### src/rtl/add_sum_acc_if.sv
// Handshake bundle between the adder stage, the block accumulator and the
// downstream block reporter.
interface add_sum_acc_if #(
   parameter int SUM_W = 5,
   parameter int ACC_W = 8
);
   logic             clr;
   logic [SUM_W-1:0] sum_in;
   logic             in_valid;
   logic             in_ready;
   logic [ACC_W-1:0] acc_out;
   logic             ovf;
   logic             out_valid;
   logic             out_ready;

   modport master (
      output clr, sum_in, in_valid, out_ready,
      input  in_ready, acc_out, ovf, out_valid
   );

   modport slave (
      input  clr, sum_in, in_valid, out_ready,
      output in_ready, acc_out, ovf, out_valid
   );
endinterface

### src/rtl/add_sum_acc.sv
// Accumulates BLK_LEN accepted sums into a block total with a carry flag.
// Define ADD_SUM_ACC_SAT_EN to saturate the running total instead of wrapping.
module add_sum_acc #(
   parameter int SUM_W   = 5,
   parameter int ACC_W   = 8,
   parameter int BLK_LEN = 4
) (
   input  logic           clk,
   input  logic           rst_n,
   add_sum_acc_if.slave   bus
);
   typedef enum logic {S_ACC, S_HOLD} state_t;

   localparam logic [7:0] LAST_IDX = 8'(BLK_LEN - 1);

   state_t           state_q;
   logic [ACC_W-1:0] acc_q;
   logic [7:0]       cnt_q;
   logic             ovf_int_q;
   logic [ACC_W-1:0] acc_out_q;
   logic             ovf_q;
   logic             out_valid_q;

   logic [ACC_W:0]   sum_w;
   logic             carry_w;
   logic [ACC_W-1:0] acc_d;
   logic             ovf_int_d;
   logic             accept_w;
   logic             last_w;

   assign sum_w     = {1'b0, acc_q} + {{(ACC_W + 1 - SUM_W){1'b0}}, bus.sum_in};
   assign carry_w   = sum_w[ACC_W];
   assign ovf_int_d = ovf_int_q | carry_w;

`ifdef ADD_SUM_ACC_SAT_EN
   // Once saturated, any non-zero add carries again, so the total stays pinned.
   assign acc_d = carry_w ? {ACC_W{1'b1}} : sum_w[ACC_W-1:0];
`else
   assign acc_d = sum_w[ACC_W-1:0];
`endif

   assign bus.in_ready = (state_q == S_ACC) || bus.out_ready;
   assign accept_w     = bus.in_valid && bus.in_ready;
   assign last_w       = (cnt_q == LAST_IDX);

   assign bus.acc_out   = acc_out_q;
   assign bus.ovf       = ovf_q;
   assign bus.out_valid = out_valid_q;

   always_ff @(posedge clk or negedge rst_n) begin
      if (!rst_n) begin
         state_q     <= S_ACC;
         acc_q       <= '0;
         cnt_q       <= '0;
         ovf_int_q   <= 1'b0;
         acc_out_q   <= '0;
         ovf_q       <= 1'b0;
         out_valid_q <= 1'b0;
      end else if (bus.clr) begin
         state_q     <= S_ACC;
         acc_q       <= '0;
         cnt_q       <= '0;
         ovf_int_q   <= 1'b0;
         acc_out_q   <= '0;
         ovf_q       <= 1'b0;
         out_valid_q <= 1'b0;
      end else begin
         if (out_valid_q && bus.out_ready) begin
            out_valid_q <= 1'b0;
            state_q     <= S_ACC;
         end
         // A completing block overrides the handshake release above (no bubble).
         if (accept_w) begin
            if (last_w) begin
               acc_out_q   <= acc_d;
               ovf_q       <= ovf_int_d;
               out_valid_q <= 1'b1;
               state_q     <= S_HOLD;
               acc_q       <= '0;
               cnt_q       <= '0;
               ovf_int_q   <= 1'b0;
            end else begin
               acc_q       <= acc_d;
               cnt_q       <= cnt_q + 8'd1;
               ovf_int_q   <= ovf_int_d;
            end
         end
      end
   end
endmodule
### src/flat_wrapper.sv
// flat-port wrapper written by rule: the top's interface ports become plain ports
module add_sum_acc_flat 
#(
   parameter int SUM_W   = 5,
   parameter int ACC_W   = 8,
   parameter int BLK_LEN = 4
)
  (clk, rst_n, bus_clr, bus_sum_in, bus_in_valid, bus_out_ready, bus_in_ready, bus_acc_out, bus_ovf, bus_out_valid);
  add_sum_acc_if #(.SUM_W(SUM_W), .ACC_W(ACC_W)) bus_i ();
  input  logic clk;
  input  logic rst_n;
  input wire logic [$bits(bus_i.clr)-1:0] bus_clr;
  input wire logic [$bits(bus_i.sum_in)-1:0] bus_sum_in;
  input wire logic [$bits(bus_i.in_valid)-1:0] bus_in_valid;
  input wire logic [$bits(bus_i.out_ready)-1:0] bus_out_ready;
  output wire logic [$bits(bus_i.in_ready)-1:0] bus_in_ready;
  output wire logic [$bits(bus_i.acc_out)-1:0] bus_acc_out;
  output wire logic [$bits(bus_i.ovf)-1:0] bus_ovf;
  output wire logic [$bits(bus_i.out_valid)-1:0] bus_out_valid;
  assign bus_i.clr = bus_clr;
  assign bus_i.sum_in = bus_sum_in;
  assign bus_i.in_valid = bus_in_valid;
  assign bus_i.out_ready = bus_out_ready;
  assign bus_in_ready = bus_i.in_ready;
  assign bus_acc_out = bus_i.acc_out;
  assign bus_ovf = bus_i.ovf;
  assign bus_out_valid = bus_i.out_valid;
  add_sum_acc #(.SUM_W(SUM_W), .ACC_W(ACC_W), .BLK_LEN(BLK_LEN)) u_core (.clk(clk), .rst_n(rst_n), .bus(bus_i));
endmodule
### config.mk
export PLATFORM = sky130hd
export DESIGN_NAME = add_sum_acc_flat
export DESIGN_NICKNAME = d
export VERILOG_FILES = /design/src/rtl/add_sum_acc_if.sv /design/src/rtl/add_sum_acc.sv /design/src/flat_wrapper.sv
export SDC_FILE = /design/constraint.sdc
export NUM_CORES = 1
export LEC_CHECK = 0
export CORE_ASPECT_RATIO = 1.75
export CORE_MARGIN = 10
export CORE_UTILIZATION = 59
export DETAILED_ROUTE_END_ITERATION = 6
export GPL_TIMING_DRIVEN = 0
export PLACE_DENSITY_LB_ADDON = 0.15
export SLEW_MARGIN = 20
export SYNTH_ARGS = -nofsm -noshare
export SYNTH_HDL_FRONTEND = slang
export SYNTH_SLANG_ARGS = --single-unit
### constraint.sdc
create_clock -name clk -period 5.8 [get_ports clk]
set_clock_uncertainty 0.05 [all_clocks]
set_input_delay 0.58 -clock clk [delete_from_list [all_inputs] [get_ports clk]]
set_output_delay 0.58 -clock clk [all_outputs]
set_load 0.02 [all_outputs]
==> results.tsv, run 1 <==
metric	value	unit
outcome	completed	
Starting Density	0.608	
Static Leak	0.832	nW
CTS tree	done	
first-pass GRT wire length	7110	um
PD cells	234	mW/mm2
vias per cell	6.49	
unique cell type count in the Yosys netlist	46	
Die W	59.8	um
Clock transition at path regs	0.10	ns
worst setup margin	3.07	ns
Clock Latency Late Sink	0.27	ns
clock buffer depth	2	
Hold WS	0.263	ns
Reg2Reg Setup Slack	3.41	ns
fin util	0.716	
gr usage total	0.164	
DRC Markers	0	
Rows	25	
Final Critical Period	2.73	ns
Comb pwr share	0.185	
Worst setup EP type	flop	
postcts setup bufs	0	
sw power	0.120	mW
Hold Buf Count CTS	0	
placed cell count	220	
ANT cells	0	
TritonRoute pass-1 iters	4	
wire length per cell	18.0	um
DRT antenna net count	0	
number of synthesized flops with an enable pin	0	
Slew Limit Fails	0	
# IOs	21	
max_cap viols	0	
post-synthesis instance total	174	
fmax	367	MHz
dpl cell area	0.00185	mm2
Placer Congestion	0.843	
syn_area_per_cell	9.40	um2
Worst-Margin Slew	0.644	ns
final cell count without fillers	224	
CP Max Fanout	5	
die span in y	89.6	um
Worst Setup Path Type	in -> reg	
clock share of power	0.348	
fill cell count	214	
syn nets	191	
final setup vio count	0	
Worst EP arrival	2.90	ns
worst vdd ir	0.204	mV
Yosys warnings	0	
H-Tree Depth	1	
Area growth syn-to-layout	17.8	%
P_int	0.330	mW
Slew HR	0.571	
TritonCTS Buffers	3	
setup TNS	0	ns
Die ar.	0.00536	mm2
Fin. Hold Viols	0	
pin count of the biggest net entering global routing	29	
final period utilization	0.470	
Buffers on Ports	19	
nets	215	
register share of total power	0.467	
Sw Share	0.266	
layout cells sized above 1	0.0711	
CP startpoint	bus_sum_in[0]	
Tot Pwr	0.450	mW
Core Region	0.00269	mm2
GRT overflow	0	
DP HPWL	3100	um
WP data required	5.97	ns
initial antenna violation count	0	
async set-reset flop share out of synthesis	1.00	
cts repair resizes	0	
vias in the first global route	1586	
Place WS	2.83	ns
final wirelength	4020	um
FF-to-FF Start	u_core.acc_q[0]	
hold crit path type	in -> async	
Via Count	1454	
Worst setup SP type	input pin	
Main synth FF type	dfrtp_1	
DR iter-0 viols	41	
RSZ-0062 raised after global routing	false	
CTS sink cnt	28	
sequential share of the synthesized area	0.428	
root buffer cell	clkbuf_8	
Final Cell Area	0.00193	mm2
Synth Register Bits	28	
Mapped Area	0.00164	mm2
## flip-flops by register name, summed over array words and instances, names as in the netlist
register / cells
u_core.state_q: 1
u_core.cnt_q: 8
u_core.bus.out_valid: 1
u_core.bus.ovf: 1
u_core.ovf_int_q: 1
u_core.acc_q: 8
u_core.bus.acc_out: 8
## final cells by class
cell class              count  area, um2  area share
clock buffers               3       41.3      0.0214
plain buffers               9       41.3      0.0214
well taps                  27       33.8      0.0175
flip-flops and latches     28        701       0.364
clock inverters             1       30.0      0.0156
repair buffers             19        185      0.0962
multi-input cells         135        886       0.460
inverters                   2       7.51     0.00390
## Yosys cell counts (all sizes together), types with 2 or more instances
cell type | n | area, um2
a21o | 3 | 22.5
and2 | 5 | 31.3
nand4 | 9 | 56.3
buf | 4 | 22.5
nor4 | 2 | 12.5
nand3 | 6 | 30.0
dfrtp | 28 | 701
nand2b | 5 | 31.3
nor2 | 15 | 75.1
a21oi | 13 | 65.1
clkbuf | 5 | 18.8
xor2 | 4 | 35.0
ha | 6 | 75.1
nand2 | 18 | 75.1
nor3 | 8 | 40.0
and4 | 2 | 17.5
or3 | 3 | 18.8
o21ai | 3 | 15.0
and3 | 4 | 25.0
a211oi | 5 | 37.5
inv | 2 | 7.51
a211o | 3 | 26.3
nand3b | 3 | 22.5
## power groups by stage
stage               registers [mW]  logic [mW]  clock network [mW]
finish                       0.210      0.0833               0.156
global route                 0.211      0.0940               0.164
CTS                          0.210      0.0834               0.155
detailed placement           0.214      0.0825                   0
global placement             0.213      0.0794                   0
floorplan                    0.213      0.0557                   0
## final timing paths
| path | depth (start not counted) | to |
|---|---|---|
| hold / removal | 1 | u_core.acc_q[7] |
| min in group clk | 1 | u_core.acc_q[3] |
| setup reg to reg | 6 | u_core.acc_q[6] |
| max in group asynchronous | 1 | u_core.state_q |
| setup / recovery | 7 | u_core.acc_q[6] |
| hold reg to reg | 1 | u_core.acc_q[3] |
## cells by family after synthesis
logic type,synth area share
AO/OA/AOI/OAI,0.158
XOR/XNOR,0.0268
adder cells (fa/ha/maj),0.0581
buffers and inverters,0.0298
flip-flops,0.428
multiplexers,0.00689
AND/OR/NAND/NOR,0.292
## layer usage
| metal | vias up | track usage | routed length, um |
|---|---|---|---|
| met5 | - | 0 | 0 |
| met4 | 0 | 0.0369 | 37 |
| met3 | 8 | 0.0296 | 191 |
| met2 | 40 | 0.309 | 2290 |
| met1 | 717 | 0.179 | 1500 |
| li1 | 689 | - | - |
## layout by cell type (no fill, tap or decap), types with 5 or more instances in the layout
| cell type | synthesis | final |
|---|---|---|
| nor3_1 | 8 | 8 |
| clkdlybuf4s50_1 | 0 | 18 |
| nand3_1 | 6 | 6 |
| nand2_1 | 17 | 17 |
| nand4_1 | 9 | 9 |
| ha_1 | 6 | 6 |
| a21oi_1 | 13 | 13 |
| nor2_1 | 13 | 13 |
| a211oi_1 | 5 | 5 |
| and2_1 | 5 | 5 |
| clkbuf_1 | 5 | 5 |
| nand2b_1 | 5 | 5 |
| dfrtp_1 | 28 | 28 |
## critical path, stage by stage
cell and delay, ns:
clkdlybuf4s50_1 0.41, ha_1 0.25, fa_1 0.45, a211o_1 0.34
a21o_1 0.21, a2111oi_0 0.48, a221o_1 0.18
No activity file was read; power rests on OpenSTA's default activity.
==> run 2: changes to the inputs <==
- CORE_UTILIZATION: 59 -> 49
- clock period: 5.8 -> 2.2 ns (I/O delays scaled with it)
==> run 2 against run 1 <==
  * Register-to-register slack lost 3.3 ns
  * Via count shrank 0.14%
  * Worst hold slack gained 0.17 ns
  * Final area grew 4.3%
  * Global-route usage shrank 2.1 points
  * First-iteration DRC count grew 140%
  * Sequential power grew to 2.7 times the previous value
==> results.tsv, run 2 (same netlist as run 1, synthesis figures left out) <==
metric	value	unit	change
outcome	completed		
H-Tree Depth	1		unchanged
PD cells	599	mW/mm2	+160%
Final Critical Period	2.13	ns	
Starting Density	0.515		-0.0929
DRC Markers	0		unchanged
Clock Latency Late Sink	0.28	ns	about the same
Static Leak	0.850	nW	+2.2%
final period utilization	0.970		
Buffers on Ports	19		unchanged
CP startpoint	u_core.acc_q[0]		
Reg2Reg Setup Slack	0.07	ns	-3.34 ns
final setup vio count	0		unchanged
WP data required	2.32	ns	-3.65 ns
Worst EP arrival	2.25	ns	-0.65 ns
Worst setup EP type	flop		
FF-to-FF End	u_core.acc_q[6]		
vias per cell	5.98		-7.9%
nets	218		+1.4%
wire length per cell	17.2	um	-4.2%
# IOs	21		unchanged
Worst-Margin Slew	0.636	ns	-0.00790 ns
met3 usage	0.0219		-0.00769
r2r worst-path depth	6		unchanged
first-pass GRT wire length	7250	um	+2.0%
CTS sink cnt	28		unchanged
Slew HR	0.576		+0.00527
ANT cells	0		unchanged
Worst Setup Path Type	reg -> reg		
layout cells sized above 1	0.105		+0.0339
Die ar.	0.00614	mm2	+15%
dpl cell area	0.00187	mm2	+1.1%
fmax	469	MHz	
initial antenna violation count	0		unchanged
RSZ-0062 raised after global routing	true		
TritonRoute pass-1 iters	5		+1
die span in y	96.4	um	+7.6%
Slew Limit Fails	0		unchanged
crit path to	u_core.acc_q[6]		
Core Region	0.00318	mm2	+18%
GRT busiest layer	met2		
vias in the first global route	1611		+1.6%
most common cell after layout, fill and taps aside	dfrtp_1		
CP Max Fanout	4		-1
clock buffer depth	2		unchanged
Via Count	1452		-0.14%
Rows	27		+8.0%
FF-to-FF Start	u_core.acc_q[0]		
Fin. Hold Viols	0		unchanged
CTS tree	done		
setup TNS	0	ns	unchanged
TritonCTS Buffers	3		unchanged
met1 Resource Use GR	0.140		-0.0390
gr usage total	0.143		-0.0205
DR iter-0 viols	97		+140%
Clock transition at path regs	0.10	ns	about the same
grt met2 use	0.288		-0.0213
worst vdd ir	0.380	mV	+87%
Final Cell Area	0.00201	mm2	+4.3%
Area growth syn-to-layout	22.8	%	
DRT antenna net count	0		unchanged
pin count of the biggest net entering global routing	29		unchanged
root buffer cell	clkbuf_8		
GRT overflow	0		unchanged
Die W	63.7	um	+6.5%
Worst setup SP type	flop		
Placer Congestion	0.836		-0.90%
hold crit path type	in -> async		
DP HPWL	3190	um	+2.9%
final wirelength	4180	um	+4.0%
commonest non-fill, non-tap cells in the layout	dfrtp_1 (28), clkdlybuf4s50_1 (18), nand2_1 (17)		
max_cap viols	0		unchanged
==> run 2: cell type report <==
cell class / instances / area [um2]
clock buffers: 3 / 41.3
fillers: 285 / 1170
well taps: 43 / 53.8
inverters: 2 / 7.51
clock inverters: 1 / 30.0
repair buffers: 22 / 210
flip-flops and latches: 28 / 701
multi-input cells: 135 / 922
plain buffers: 9 / 42.5
==> run 2: repair_timing <==
action / 4_1_cts / 5_1_grt
gates resized for setup: 5 / 4
endpoints found under the setup margin: 1 / 7
pin swaps: 1 / 3
setup buffers: 2 / 0
hold buffers: 1 / 0
hold endpoints to repair: 28 / 0
==> run 2: routing by layer <==
metal | vias up | share of wire | routed length [um]
met4 | 0 | 0.016 | 65
met1 | 705 | 0.38 | 1600
li1 | 694 | - | -
met3 | 6 | 0.050 | 210
met5 | - | 0 | 0
met2 | 47 | 0.55 | 2310
==> run 2: worst min path at each step <==
stage          slack, ns  cells after the start                     to
6_report            0.44                      2        u_core.cnt_q[6]
5_1_grt             0.50                      2        u_core.cnt_q[6]
4_1_cts             0.45                      4        u_core.cnt_q[2]
3_5_place_dp        0.24                      1  u_core.bus.acc_out[5]
3_3_place_gp        0.45                      2  u_core.bus.acc_out[3]
2_1_floorplan      -0.13                      0        u_core.acc_q[0]
==> run 2: critical path: stages, from the launching register on <==
cell and delay, ns:
dfrtp_1 0.42, ha_4 0.18, fa_2 0.35, a211o_1 0.29, a21o_1 0.25, and2_4 0.18, a221o_1 0.31
==> run 2: through the flow <==
step                setup WS (ns)  cells  hold WS, ns  utilization  power, mW
finish                     0.0658    243        0.438        0.632       1.20
global route              -0.0338    243        0.503        0.632       1.26
CTS                       0.00910    243        0.447        0.628       1.20
detailed placement         -0.434    236        0.236        0.590      0.783
global placement           -0.354    236        0.446        0.592      0.773
floorplan                  0.0776    174       -0.126            -      0.709
==> run 2: power by group <==
part / leakage, nW / switching (mW) / total [mW] / internal [mW]
combinational: 0.429 / 0.135 / 0.235 / 0.101
clock: 0.0357 / 0.166 / 0.410 / 0.244
sequential: 0.385 / 0.0213 / 0.557 / 0.536
